**config.mk**
```make
export PLATFORM = sky130hd
export DESIGN_NAME = pre_mant_aligner
export DESIGN_NICKNAME = d
export VERILOG_FILES = /design/src/rtl/pre_mant_aligner.sv
export SDC_FILE = /design/constraint.sdc
export NUM_CORES = 1
export LEC_CHECK = 0
export CORE_MARGIN = 2
export CORE_UTILIZATION = 47
export CTS_CLUSTER_DIAMETER = 60
export DETAILED_ROUTE_END_ITERATION = 16
export PLACE_DENSITY_LB_ADDON = 0.1
export SLEW_MARGIN = 5
export SYNTH_ARGS = -nofsm -noshare
export SYNTH_HDL_FRONTEND = slang
export SYNTH_SLANG_ARGS = --single-unit
```
**constraint.sdc**
```tcl
create_clock -name clk -period 5.35 [get_ports clk]
set_input_delay 1.3375 -clock clk [delete_from_list [all_inputs] [get_ports clk]]
set_output_delay 1.3375 -clock clk [all_outputs]
set_load 0.005 [all_outputs]
```
**src/rtl/pre_mant_aligner.sv**
```systemverilog
// FP32 adder front end: unpacks and orders two operands by magnitude, then right-aligns the
// smaller mantissa to the larger exponent using an iterative shifter, with sticky collection.
module pre_mant_aligner #(
    parameter int SHIFT_STEP = 8
) (
    input  logic        clk,
    input  logic        rst,
    input  logic        in_valid,
    output logic        in_ready,
    input  logic [31:0] op_a,
    input  logic [31:0] op_b,
    output logic        out_valid,
    input  logic        out_ready,
    output logic [49:0] mant_big,
    output logic [49:0] mant_small,
    output logic        sign_big,
    output logic        sign_small,
    output logic [7:0]  exp_max,
    output logic        sticky,
    output logic        special
);

    typedef enum logic [1:0] {IDLE, ALIGN, DONE} state_t;

    localparam logic [5:0] STEP = 6'(SHIFT_STEP);

    state_t      state_reg;
    logic [5:0]  rem_reg;

    logic [31:0] op      [2];
    logic [7:0]  exp_f   [2];
    logic [7:0]  eff_exp [2];
    logic [49:0] mant_u  [2];
    logic        is_inf_nan [2];

    assign op[0] = op_a;
    assign op[1] = op_b;

    // Denormals have no hidden bit and behave as if their exponent were 1.
    generate
        for (genvar gi = 0; gi < 2; gi++) begin : g_unpack
            assign exp_f[gi]      = op[gi][30:23];
            assign eff_exp[gi]    = (exp_f[gi] == 8'd0) ? 8'd1 : exp_f[gi];
            assign mant_u[gi]     = {1'b0, (exp_f[gi] != 8'd0), op[gi][22:0], 25'd0};
            assign is_inf_nan[gi] = (exp_f[gi] == 8'hFF);
        end
    endgenerate

    logic        a_big;
    logic [7:0]  eff_big;
    logic [7:0]  eff_small;
    logic [7:0]  diff;
    logic [5:0]  sh;
    logic        is_special;

    // Comparing {exp,frac} as one field orders by magnitude; ties keep op_a as big.
    assign a_big      = (op_a[30:0] >= op_b[30:0]);
    assign eff_big    = a_big ? eff_exp[0] : eff_exp[1];
    assign eff_small  = a_big ? eff_exp[1] : eff_exp[0];
    assign diff       = eff_big - eff_small;
    assign sh         = (diff > 8'd50) ? 6'd50 : diff[5:0];
    assign is_special = is_inf_nan[0] | is_inf_nan[1];

    logic [5:0]  step;
    logic [49:0] lost_mask;

    assign step      = (rem_reg < STEP) ? rem_reg : STEP;
    assign lost_mask = ~({50{1'b1}} << step);

    always_ff @(posedge clk) begin
        if (rst) begin
            state_reg  <= IDLE;
            rem_reg    <= 6'd0;
            in_ready   <= 1'b1;
            out_valid  <= 1'b0;
            mant_big   <= 50'd0;
            mant_small <= 50'd0;
            sign_big   <= 1'b0;
            sign_small <= 1'b0;
            exp_max    <= 8'd0;
            sticky     <= 1'b0;
            special    <= 1'b0;
        end else begin
            case (state_reg)
                IDLE: begin
                    if (in_valid) begin
                        mant_big   <= a_big ? mant_u[0] : mant_u[1];
                        mant_small <= a_big ? mant_u[1] : mant_u[0];
                        sign_big   <= a_big ? op_a[31] : op_b[31];
                        sign_small <= a_big ? op_b[31] : op_a[31];
                        exp_max    <= a_big ? exp_f[0] : exp_f[1];
                        sticky     <= 1'b0;
                        special    <= is_special;
                        rem_reg    <= is_special ? 6'd0 : sh;
                        in_ready   <= 1'b0;
                        if (is_special || sh == 6'd0) begin
                            state_reg <= DONE;
                            out_valid <= 1'b1;
                        end else begin
                            state_reg <= ALIGN;
                        end
                    end
                end
                ALIGN: begin
                    mant_small <= mant_small >> step;
                    sticky     <= sticky | (|(mant_small & lost_mask));
                    rem_reg    <= rem_reg - step;
                    if (rem_reg == step) begin
                        state_reg <= DONE;
                        out_valid <= 1'b1;
                    end
                end
                DONE: begin
                    if (out_ready) begin
                        out_valid <= 1'b0;
                        in_ready  <= 1'b1;
                        state_reg <= IDLE;
                    end
                end
                default: begin
                    state_reg <= IDLE;
                    in_ready  <= 1'b1;
                    out_valid <= 1'b0;
                end
            endcase
        end
    end

endmodule

```
# --- Word-level counts from Yosys, hierarchy flattened ---
# Cells that the tools add are included.
word_totals:
  reg_bits: 122
  output_inout_bits: 114
classes:
  add_sub_neg: 2
  order_cmp: 3
  eq_ne: 9
  n_shift: 2
  muxes: 30
  bitwise_logic: 5
  reduce_logical: 14
op_table:
  columns: ["op", "n"]
  rows:
  - ["$pmux W50 S2", 1]
  - ["$mux W49", 2]
  - ["$and A50 B50 Y50", 1]
  - ["$mux W50", 1]
  - ["$not A50 Y50", 1]
  - ["$reduce_or A50 Y1", 1]
  - ["$shl A50 B6 Y50 const A", 1]
  - ["$shr A50 B6 Y50", 1]
  - ["$mux W8", 5]
  - ["$ge A31 B31 Y1", 1]
  - ["$mux W6", 4]
  - ["$eq A8 B8 Y1 const B", 2]
  - ["$logic_not A8 Y1", 2]
  - ["$reduce_bool A8 Y1", 2]
  - ["$pmux W6 S2", 1]
  - ["$gt A8 B6 Y1 const B", 1]
  - ["$mux W1", 8]
  - ["$mux W2", 4]
  - ["$ne A2 B2 Y1 const B", 4]
  - ["$sub A8 B8 Y8", 1]
  - ["$eq A6 B6 Y1", 1]
  - ["$logic_not A6 Y1", 1]
  - ["$lt A6 B4 Y1 const B", 1]
  - ["$pmux W1 S3", 2]
  - ["13 further kinds", 16]

# --- Longest topological paths before layout ---
# Gate-level depths: netlist of the first run.
logic_depth:
  depth_word: 11
  depth_mapped: 20

# --- Worst setup path before layout of the first run ---
# No wires, ideal clock.
synth_timing:
  path_kind: "input port to flip-flop"
  start: "input port op_b[20]"
  end: "register state_reg[0]"
  arrival_time_ps: 5296
  path_slack_ps: -26
  path_stages: 19
  n_path_buf: 2
  path_cell_list: "inv_1 -> ha_1 -> a21o_1 -> a21oi_1 -> o221ai_1 -> a2111o_1 -> a31oi_4 -> buf_2 -> mux2i_1 -> inv_1 -> ha_1 -> nor2b_4 -> o31a_1 -> o41a_1 -> or3_1 -> and4_1 -> buf_6 -> a31o_1 -> a211oi_2"
synth_via:
  elab_chain_len: 10
synth_lines:
  columns: ["element", "line_no", "source"]
  rows:
  - ["start, declared", "11", "input logic [31:0] op_b,"]
  - ["$ge A31 B31 Y1 (*)", "57", "assign a_big = (op_a[30:0] >= op_b[30:0]);"]
  - ["$mux W8, on equally long branches", "58, 59", null]
  - ["$sub A8 B8 Y8 (*)", "60", "assign diff = eff_big - eff_small;"]
  - ["$gt A8 B6 Y1", "61", "assign sh = (diff > 8'd50) ? 6'd50 : diff[5:0];"]
  - ["$mux W6 (*)", "61", null]
  - ["$logic_not A6 Y1 (*)", "96", "if (is_special || sh == 6'd0) begin"]
  - ["$logic_or A1 B1 Y1 (*)", "96", null]
  - ["$mux W2 (*)", "96", null]
  - ["$mux W2 (*)", "86", "if (in_valid) begin"]
  - ["$pmux W2 S3 (*)", "84", "case (state_reg)"]
  - ["end signal, assigned", "97", "state_reg <= DONE;"]
  - ["end signal, assigned", "100", "state_reg <= ALIGN;"]
  - ["end signal, assigned", "109", "state_reg <= DONE;"]
  - ["end, declared", "27", "state_t state_reg;"]
# Every way passes the cells marked *; elsewhere a longest branch is shown, timed or not. The select of a mux whose other input is x is not followed.
# A chain may end at the register's enable or synchronous reset.

# --- Worst setup path in the final report of the first run ---
layout_timing:
  start: "input port op_a[28]"
  end: "register state_reg[0]"
layout_via:
  elab_chain_len: 11
layout_lines:
  columns: ["element", "line_no", "source"]
  rows:
  - ["start, declared", "10", "input logic [31:0] op_a,"]
  - ["parallel branches: the longest is 7 deep, another holds $ge A31 B31 Y1", null, null]
  - ["$logic_or A1 B1 Y1 (*)", "96", null]
  - ["$mux W2 (*)", "96", null]
  - ["$mux W2 (*)", "86", null]
  - ["$pmux W2 S3 (*)", "84", null]
# Every way passes the cells marked *. The select of a mux whose other input is x is not followed.

==> run_results.csv, run 1 <==
group,metric,value,unit
place,dpl_cell_area,0.01033,mm^2
die,initial_core_util,0.4754,
synth,yosys.cell_types.count,72,
sta,fin_crit,5.244,ns
global_route,grt_usage,0.2802,
layout,synthToLayoutAreaGrowth,35.05,%
synth,syn-instance-count,1077,
sta,fin_skew,0.009985,ns
global_route,grt_max_degree,73,
sta,period_share,0.9801,
layout,drive_gt1_frac,0.1458,
global_route,grt_pass1_vias,7727,
die,die_height,135.6,um
detailed_routing,ant_nets,0,
detailed_routing,wl,26630,um
power_and_ir_drop,ir_drop,193.9,uV
cts,cts_made_buffers,9,
layout,final_cell_mix,"clkdlybuf4s50_1, mux2i_1, nand2_1, buf_4, nor2_1",
power_and_ir_drop,pwr_density_cell,316.8,mW/mm^2
die,die_w,135.6,um
place,gp_congestion,0.9099,
detailed_routing,routed-via-count,8747,
synth,synth_edf_count,0,
worst_setup_path,cp_max_fo,8,
place,portBuffers,155,
synth,syn_avg_cell_area,7.556,um^2
cts,cts.sinks,96,
power_and_ir_drop,pwr-share-seq,0.291,
global_route,antenna_found_initial,1,
sta,tightest_slew,1.054,ns
die,rows,48,
layout,largest_register_ffs,50,
worst_setup_path,setup.worst_path.end_class,"register",
sta,timing.final.ws_setup,0.1063,ns
flow_run,maxCapViolCount,0,
cts,cts_hold_buf,0,
power_and_ir_drop,switching_power,1.446,mW
sta,setup_viol,0,
die,die-area,0.01838,mm^2
cts,clk_latency,0.36,ns
place,pre_cts_slack,-0.4792,ns
power_and_ir_drop,switching_share,0.4152,
power_and_ir_drop,power_frac_comb,0.500,
power_and_ir_drop,p_int,2.036,mW
power_and_ir_drop,p_leak,4.730,nW
sta,maxSlewHeadroom,0.2952,
layout,final_area,0.01099,mm^2
worst_setup_path,critPathKind,"primary input to register",
synth,ys_ff_latch,96,
worst_hold_path,min_path_type,"register to register",
worst_setup_path,crit_required,5.63,ns
synth,yosys_warnings,0,
detailed_routing,vias_per_cell,5.824,
die,core_area,0.01712,mm^2
synth,synthFlopType,"dfxtp_1",
detailed_routing,drc,0,
global_route,grt_pass1_wl,41390,um
synth,syn_area,0.008138,mm^2
place,dp_hpwl,18740,um
sta,maxSlewViolCount,0,
worst_setup_path,start_kind,"primary input",
detailed_routing,drtIter0Drc,865,
sta,achievable-frequency,0.1907,GHz
worst_setup_path,critPathArrivalTime,5.52,ns
cts,cts_tree,"built",
sta,hold_viol_final,0,
layout,final_common_cell,"clkdlybuf4s50_1",
global_route,grt.overflow.total,0,
layout,reg.largest.list,"mant_small (50), mant_big (24), exp_max (8)",
cts,clk_path_buf_depth,2,
detailed_routing,wire_per_inst,17.73,um
layout,nets,1379,
layout,fillers,1541,
synth,async_flop_share,0,
layout,regMostFlops,"mant_small",
detailed_routing,drtPass1Iterations,5,
die,io_pins,182,
status,status,"completed",
power_and_ir_drop,clkPwrFrac,0.209,
synth,seq_area_frac_synth,0.2362,
cts,htree_levels,3,
cts,root_buffer,"clkbuf_16",
cts,clk_pin_slew_worst_paths,0.07,ns
## repair_timing
item                       CTS  global route
buffers inserted             0             3
pin swaps                    3            21
resized for setup            7            61
setup endpoints to repair    7             9
## metal layers
metal  vias to the layer above  global-route usage  wire, um  part of all wire
li1                       4284                   -         -                 -
met1                      4062              0.4154     12550              0.47
met2                       370              0.4184     11700              0.44
met3                        31             0.04639      1997             0.075
met4                         0             0.07407       390             0.015
met5                         -                   0         0                 0
## power groups by stage
stage	clock (mW)	combinational, mW	sequential (mW)
2_1_floorplan	0	1.07	0.958
3_3_place_gp	0	1.65	1.02
3_5_place_dp	0	1.67	1.02
4_1_cts	0.741	1.68	1.01
5_1_grt	0.768	1.90	1.03
6_report	0.728	1.74	1.01
## synthesized netlist by cell type, drive strengths merged, types with 10 or more instances
library cell | n | area share
a211oi | 14 | 0.014
a21oi | 98 | 0.060
a22oi | 11 | 0.010
a31oi | 10 | 0.0095
buf | 62 | 0.051
clkbuf | 48 | 0.022
dfxtp | 96 | 0.24
ha | 39 | 0.060
inv | 42 | 0.019
mux2 | 11 | 0.015
mux2i | 126 | 0.15
nand2 | 121 | 0.056
nand3 | 27 | 0.017
nand4 | 25 | 0.019
nor2 | 105 | 0.048
nor2b | 11 | 0.0094
nor3 | 16 | 0.0098
o211ai | 14 | 0.013
o21ai | 78 | 0.048
## path summary, 6_finish.rpt
path         slack [ns]        endpoint  cells past startpoint        from
max                0.11    state_reg[0]                     18    op_a[28]
min                0.53        in_ready                      2    in_ready
max reg2reg        2.12  mant_small[24]                      7  rem_reg[0]
min reg2reg        0.53        in_ready                      2    in_ready
## cell families after synthesis
group	after synthesis	share of synthesized area
AO/OA/AOI/OAI	304	0.2388
XOR/XNOR	2	0.002153
adder cells (fa/ha/maj)	40	0.06242
buffers and inverters	152	0.09240
flip-flops	96	0.2362
multiplexers	137	0.1702
other	2	0.0009229
AND/OR/NAND/NOR	344	0.1970
## critical path, stage by stage
cell             delay, ns
clkdlybuf4s50_1       0.56
ha_4                  0.24
a21o_1                0.16
a21oi_2               0.11
nor2b_1               0.07
a2111o_1              0.32
a31oi_4               0.22
buf_12                0.16
buf_6                 0.14
mux2i_2               0.26
ha_4                  0.24
o21a_1                0.18
o31a_1                0.11
o41a_1                0.43
or3_4                 0.39
and4_4                0.18
a31o_1                0.20
a211oi_2              0.20
## stage by stage
stage | hold slack (ns) | power (mW) | TNS [ns] | std cells | util
2_1_floorplan | 0.4924 | 2.027 | 0 | 1102 | -
3_3_place_gp | 0.5059 | 2.674 | -3.004 | 1482 | 0.6034
3_5_place_dp | 0.5104 | 2.686 | -3.541 | 1482 | 0.6034
4_1_cts | 0.5368 | 3.432 | 0 | 1498 | 0.6240
5_1_grt | 0.5497 | 3.691 | -0.01998 | 1502 | 0.6421
6_report | 0.5290 | 3.482 | 0 | 1502 | 0.6421
## cell type report
class | count | area (um^2) | share of cell area
Multi-Input combinational cell | 854 | 5831 | 0.5305
Timing Repair Buffer | 268 | 2471 | 0.2248
Sequential cell | 96 | 1922 | 0.1749
Tap cell | 225 | 281.5 | 0.02561
Clock buffer | 9 | 225.2 | 0.02049
Inverter | 42 | 157.7 | 0.01434
Clock inverter | 7 | 100.1 | 0.009108
Antenna cell | 1 | 2.502 | 0.0002277
Note: power is estimated with default switching activity, not from simulation.
==> run 2, diff against run 1 <==
- SLEW_MARGIN: 5 -> 20
- TNS_END_PERCENT: unset -> 30
==> run 2 against run 1 <==
  * Largest cell class unchanged
  * Largest power group unchanged
  * Utilization rose by 0.12 points
  * Clock power barely moved
  * Sequential power barely moved
  * Final cell count barely moved
  * Setup slack got worse by 0.0053 ns
  * Total power rose by 0.10%
==> run_results.csv, run 2 (synthesized netlist as in run 1, its figures left out) <==
group,metric,value,unit
status,status,"completed",
worst_setup_path,crit_required,5.62,ns
die,core_area,0.01712,mm^2
power_and_ir_drop,power_frac_comb,0.501,
layout,final_cell_mix,"clkdlybuf4s50_1, mux2i_1, nand2_1, buf_4, nor2_1",
cts,root_buffer,"clkbuf_16",
detailed_routing,ant_nets,0,
cts,cts_tree,"built",
detailed_routing,vias_per_cell,5.800,
detailed_routing,drtPass1Iterations,6,
die,die_height,135.6,um
sta,achievable-frequency,0.1905,GHz
cts,clk_latency,0.35,ns
detailed_routing,drc,0,
die,rows,48,
detailed_routing,wl,26590,um
layout,final_common_cell,"clkdlybuf4s50_1",
cts,clk_path_buf_depth,2,
sta,hold_viol_final,0,
worst_setup_path,reg2reg_depth,7,
worst_setup_path,critPathKind,"primary input to register",
power_and_ir_drop,clkPwrFrac,0.208,
sta,setup_viol,0,
power_and_ir_drop,pwr-share-seq,0.290,
cts,cts_made_buffers,9,
power_and_ir_drop,ir_drop,192.6,uV
global_route,grt_max_degree,73,
place,dpl_cell_area,0.01033,mm^2
sta,maxSlewViolCount,0,
worst_setup_path,critPathArrivalTime,5.52,ns
sta,period_share,0.9811,
power_and_ir_drop,switching_power,1.444,mW
layout,fillers,1539,
worst_setup_path,r2r-start,"rem_reg[0]",
place,portBuffers,155,
die,initial_core_util,0.4754,
cts,htree_levels,3,
worst_setup_path,critPathCapture,"state_reg[0]",
layout,drive_gt1_frac,0.1464,
power_and_ir_drop,switching_share,0.4143,
layout,reg.largest.list,"mant_small (50), mant_big (24), exp_max (8)",
sta,maxSlewHeadroom,0.3161,
worst_setup_path,reg2reg_to,"mant_small[24]",
place,dp_hpwl,18740,um
detailed_routing,routed-via-count,8717,
detailed_routing,drtIter0Drc,834,
sta,fin_skew,0.01163,ns
worst_setup_path,rrSetupSlack,2.17,ns
detailed_routing,wire_per_inst,17.69,um
layout,postLayoutCoreUtil,0.6433,
die,die-area,0.01838,mm^2
sta,timing.final.ws_setup,0.1010,ns
sta,tightest_slew,1.023,ns
worst_setup_path,start_kind,"primary input",
die,die_w,135.6,um
cts,cts_hold_buf,0,
power_and_ir_drop,finalPower,3.486,mW
worst_hold_path,min_path_type,"register to register",
global_route,grt_pass1_vias,7727,
worst_setup_path,cp_max_fo,8,
layout,regMostFlops,"mant_small",
layout,nets,1380,
global_route,grt_pass1_wl,41390,um
worst_setup_path,setup.worst_path.end_class,"register",
sta,hold_ws,0.5292,ns
cts,cts.sinks,96,
worst_setup_path,startpoint,"op_a[28]",
layout,final_area,0.01101,mm^2
power_and_ir_drop,p_int,2.042,mW
cts,clk_pin_slew_worst_paths,0.07,ns
global_route,grt.overflow.total,0,
global_route,grt_usage,0.2802,
flow_run,maxCapViolCount,0,
place,gp_congestion,0.9099,
power_and_ir_drop,pwr_density_cell,316.6,mW/mm^2
sta,fin_crit,5.249,ns
place,pre_cts_slack,-0.4792,ns
layout,largest_register_ffs,50,
die,io_pins,182,
layout,synthToLayoutAreaGrowth,35.30,%
global_route,antenna_found_initial,1,
power_and_ir_drop,p_leak,4.739,nW
==> run 2: changes by cell type in the layout (fill, tap and decap cells not counted) <==
| cell | previous run | this run |
|---|---|---|
| buf_12 | 1 | 2 |
==> run 2: cell type report <==
class	count	area (um^2)	share of cell area
clock buffers	9	225.2	0.02045
diodes	1	2.502	0.0002273
well taps	225	281.5	0.02557
inverters	42	157.7	0.01432
flip-flops and latches	96	1922	0.1745
multi-input cells	854	5831	0.5295
repair buffers	269	2491	0.2262
clock inverters	7	100.1	0.009091
==> run 2: stage by stage <==
step / instances / TNS [ns]
after floorplan: 1102 / 0
after global placement: 1482 / -3.004
after detailed placement: 1482 / -3.541
after CTS: 1498 / 0
after global routing: 1503 / -0.01998
final: 1503 / 0
==> run 2: worst min path at each step <==
stage                       startpoint           end  cells after the start
after global routing      mant_big[48]  mant_big[48]                      1
after floorplan           mant_big[48]  mant_big[48]                      1
after CTS                     in_ready      in_ready                      2
after detailed placement      in_ready      in_ready                      2
after global placement        in_ready      in_ready                      2
final                         in_ready      in_ready                      2
==> run 2: routing by layer <==
metal,routed length (um),GRT usage,vias up
li1,-,-,4288
met2,11730,0.4184,329
met4,394,0.07407,0
met3,1835,0.04639,29
met1,12630,0.4154,4071
met5,0,0,-
==> run 2: critical path, stage by stage <==
cell and delay [ns]:
clkdlybuf4s50_1 0.56, ha_4 0.24, a21o_1 0.16, a21oi_2 0.11, nor2b_1 0.07, a2111o_1 0.32, a31oi_4 0.22, buf_12 0.16
buf_6 0.14, mux2i_2 0.26, ha_4 0.24, o21a_1 0.18, o31a_1 0.11, o41a_1 0.43, or3_4 0.39, and4_4 0.18
a31o_1 0.20, a211oi_2 0.20
==> run 2: repair_timing <==
item,in CTS,in global routing
setup endpoints to repair,7,9
setup buffers,0,3
pin swaps,3,21
gates resized for setup,7,61
==> run 2: power by group through the flow <==
stage / sequential, mW / clock [mW] / combinational (mW)
floorplan: 0.958 / 0 / 1.07
global placement: 1.02 / 0 / 1.65
detailed placement: 1.02 / 0 / 1.67
CTS: 1.01 / 0.741 / 1.68
global route: 1.03 / 0.768 / 1.90
finish: 1.01 / 0.727 / 1.75
==> run 3, diff against run 2 <==
- CORE_UTILIZATION: 47 -> 45
==> run 3 against run 2 <==
  * Cell area shrank 0.93%
  * First-iteration DRC count is 6.7% lower
  * Non-clock buffer count is 4 lower
  * Utilization down 3.2 points
  * Critical path type unchanged
  * Via count is 0.70% lower
  * Highest routed layer unchanged
  * Setup slack improved by 0.049 ns
  * Global-route usage shrank 1.4 points
  * Register-to-register slack improved by 0.32 ns
  * Sequential share of layout area up 0.16 points
  * Combinational power barely moved
  * Routed wire length down 0.18%
  * Final cell count about the same
==> run_results.csv, run 3 (synthesized netlist as in run 1, its figures left out) <==
group,metric,value,unit
detailed_routing,wire_per_inst,17.67,um
sta,maxSlewViolCount,0,
worst_setup_path,crit_required,5.63,ns
global_route,grt_use_met1,0.3811,
detailed_routing,routed-via-count,8656,
cts,cts.sinks,96,
global_route,grt_pass1_wl,42440,um
place,dp_hpwl,18850,um
layout,regMostFlops,"mant_small",
worst_setup_path,cp_common_cell,"ha_1",
global_route,grt.busiest_layer,"met2",
worst_setup_path,cp_num_cells,18,
worst_hold_path,min_path_type,"register to register",
layout,diodes,0,
die,die_w,138.5,um
worst_setup_path,cp_max_fo,8,
cts,htree_levels,3,
worst_setup_path,reg2reg_depth,9,
power_and_ir_drop,pwr_density_cell,310.4,mW/mm^2
status,status,"completed",
layout,drive_gt1_frac,0.1414,
die,rows,49,
layout,postLayoutCoreUtil,0.6114,
worst_setup_path,start_kind,"primary input",
worst_setup_path,path_cells,"clkdlybuf4s50_1, ha_1, a21o_1, a21oi_2, nor2b_1, a2111o_1, a31oi_4, buf_12, mux2i_2, inv_1, ha_1, nor2b_4, o31a_1, o41a_1, or3_4, and4_4, a31o_1, a211oi_2",
die,die_height,138.5,um
flow_run,maxCapViolCount,0,
power_and_ir_drop,finalPower,3.385,mW
sta,hold_viol_final,0,
global_route,grt_use_met3,0.05854,
cts,clk_latency,0.37,ns
layout,final_common_cell,"clkdlybuf4s50_1",
cts,clk_path_buf_depth,2,
cts,clk_pin_slew_worst_paths,0.06,ns
worst_setup_path,max_stage_delay,0.45,ns
layout,nets,1376,
worst_setup_path,rrSetupSlack,2.49,ns
global_route,grt_pass1_vias,7988,
detailed_routing,ant_nets,0,
worst_setup_path,critPathArrivalTime,5.47,ns
die,die-area,0.01918,mm^2
detailed_routing,vias_per_cell,5.763,
place,portBuffers,155,
sta,fin_skew,0.01634,ns
global_route,grt.overflow.total,0,
worst_setup_path,critPathCapture,"state_reg[0]",
power_and_ir_drop,p_leak,4.709,nW
worst_setup_path,critPathKind,"primary input to register",
worst_setup_path,critPathBufInv,3,
detailed_routing,wl,26550,um
detailed_routing,drtIter0Drc,778,
sta,achievable-frequency,0.1923,GHz
worst_setup_path,r2r-start,"rem_reg[1]",
cts,cts_tree,"built",
layout,synthToLayoutAreaGrowth,34.04,%
worst_setup_path,reg2reg_to,"mant_small[35]",
sta,fin_crit,5.200,ns
worst_setup_path,setup.worst_path.end_class,"register",
global_route,met2_usage,0.3981,
die,core_area,0.01784,mm^2
global_route,grt_max_degree,73,
detailed_routing,drc,0,
place,gp_congestion,0.9190,
cts,root_buffer,"clkbuf_16",
cts,cts_made_buffers,9,
worst_setup_path,startpoint,"op_a[28]",
die,io_pins,182,
worst_setup_path,crit_slowest_cell,"o41a_1",
global_route,grt_usage,0.2665,
sta,maxSlewHeadroom,0.3320,
sta,tightest_slew,1.002,ns
die,initial_core_util,0.4561,
detailed_routing,drtPass1Iterations,5,
layout,reg.largest.list,"mant_small (50), mant_big (24), exp_max (8)",
global_route,antenna_found_initial,0,
sta,setup_viol,0,
sta,period_share,0.9719,
layout,final_cell_mix,"clkdlybuf4s50_1, mux2i_1, nand2_1, buf_4, nor2_1",
layout,largest_register_ffs,50,
worst_setup_path,critical_path.top_delay_family,"compound AO/OA/AOI/OAI gates",
power_and_ir_drop,ir_drop,180.2,uV
run 3: changes by cell type in the layout (fill, tap and decap cells not counted), sizes merged:
cell | before | now
clkinvlp | 0 | 1
diode | 1 | 0
inv | 45 | 44
clkdlybuf4s50 | 130 | 128
clkbuf | 9 | 11
buf | 115 | 111
bufinv | 2 | 0
dlymetal6s2s | 24 | 26
run 3: power by group:
| group | total [mW] | internal (mW) | switching (mW) |
|---|---|---|---|
| Clock | 0.644 | 0.332 | 0.311 |
| Combinational | 1.73 | 0.781 | 0.952 |
| Sequential | 1.01 | 0.838 | 0.171 |
| Total | 3.39 | 1.95 | 1.43 |
run 3: worst min path at each step:
| stage | cells after the start | slack, ns | startpoint | end |
|---|---|---|---|---|
| after floorplan | 1 | 0.49 | mant_big[48] | mant_big[48] |
| after global placement | 2 | 0.50 | in_ready | in_ready |
| after detailed placement | 2 | 0.50 | in_ready | in_ready |
| after CTS | 2 | 0.52 | in_ready | in_ready |
| after global routing | 2 | 0.56 | in_ready | in_ready |
| final | 2 | 0.52 | in_ready | in_ready |
run 3: area by class of cell:
cell class	count	area [um^2]
inverter	42	157.7
clock inverter	5	38.79
fill	1631	6933
multi-input combinational	854	5807
tap	229	286.5
timing repair buffer	265	2454
sequential	96	1922
clock buffer	11	242.7
run 3: timing repair:
item	in CTS	in global routing
setup buffers	1	1
resized for setup	4	61
hold buffers	0	0
pin swaps	1	21
setup endpoints to repair	6	9
endpoints found under the hold margin	0	0
run 3: metal layers:
metal | part of all wire | vias up
li1 | - | 4261
met1 | 0.47 | 4028
met2 | 0.43 | 335
met3 | 0.077 | 32
met4 | 0.018 | 0
met5 | 0 | -
run 3: metrics by stage:
stage | setup slack (ns) | instance area (um^2) | TNS [ns] | hold WS, ns | cells
after floorplan | 0.009468 | 8235 | 0 | 0.4924 | 1102
after global placement | -0.4782 | 10300 | -3.308 | 0.5039 | 1483
after detailed placement | -0.5354 | 10300 | -3.700 | 0.4980 | 1483
after CTS | 0.003161 | 10620 | 0 | 0.5194 | 1500
after global routing | -0.02198 | 10910 | -0.02425 | 0.5595 | 1502
final | 0.1503 | 10910 | 0 | 0.5178 | 1502
run 3: worst min-delay path, cell delays in order (launching register included):
cell and delay [ns]:
dfxtp_1 0.35, o22ai_1 0.08, nand2_1 0.06
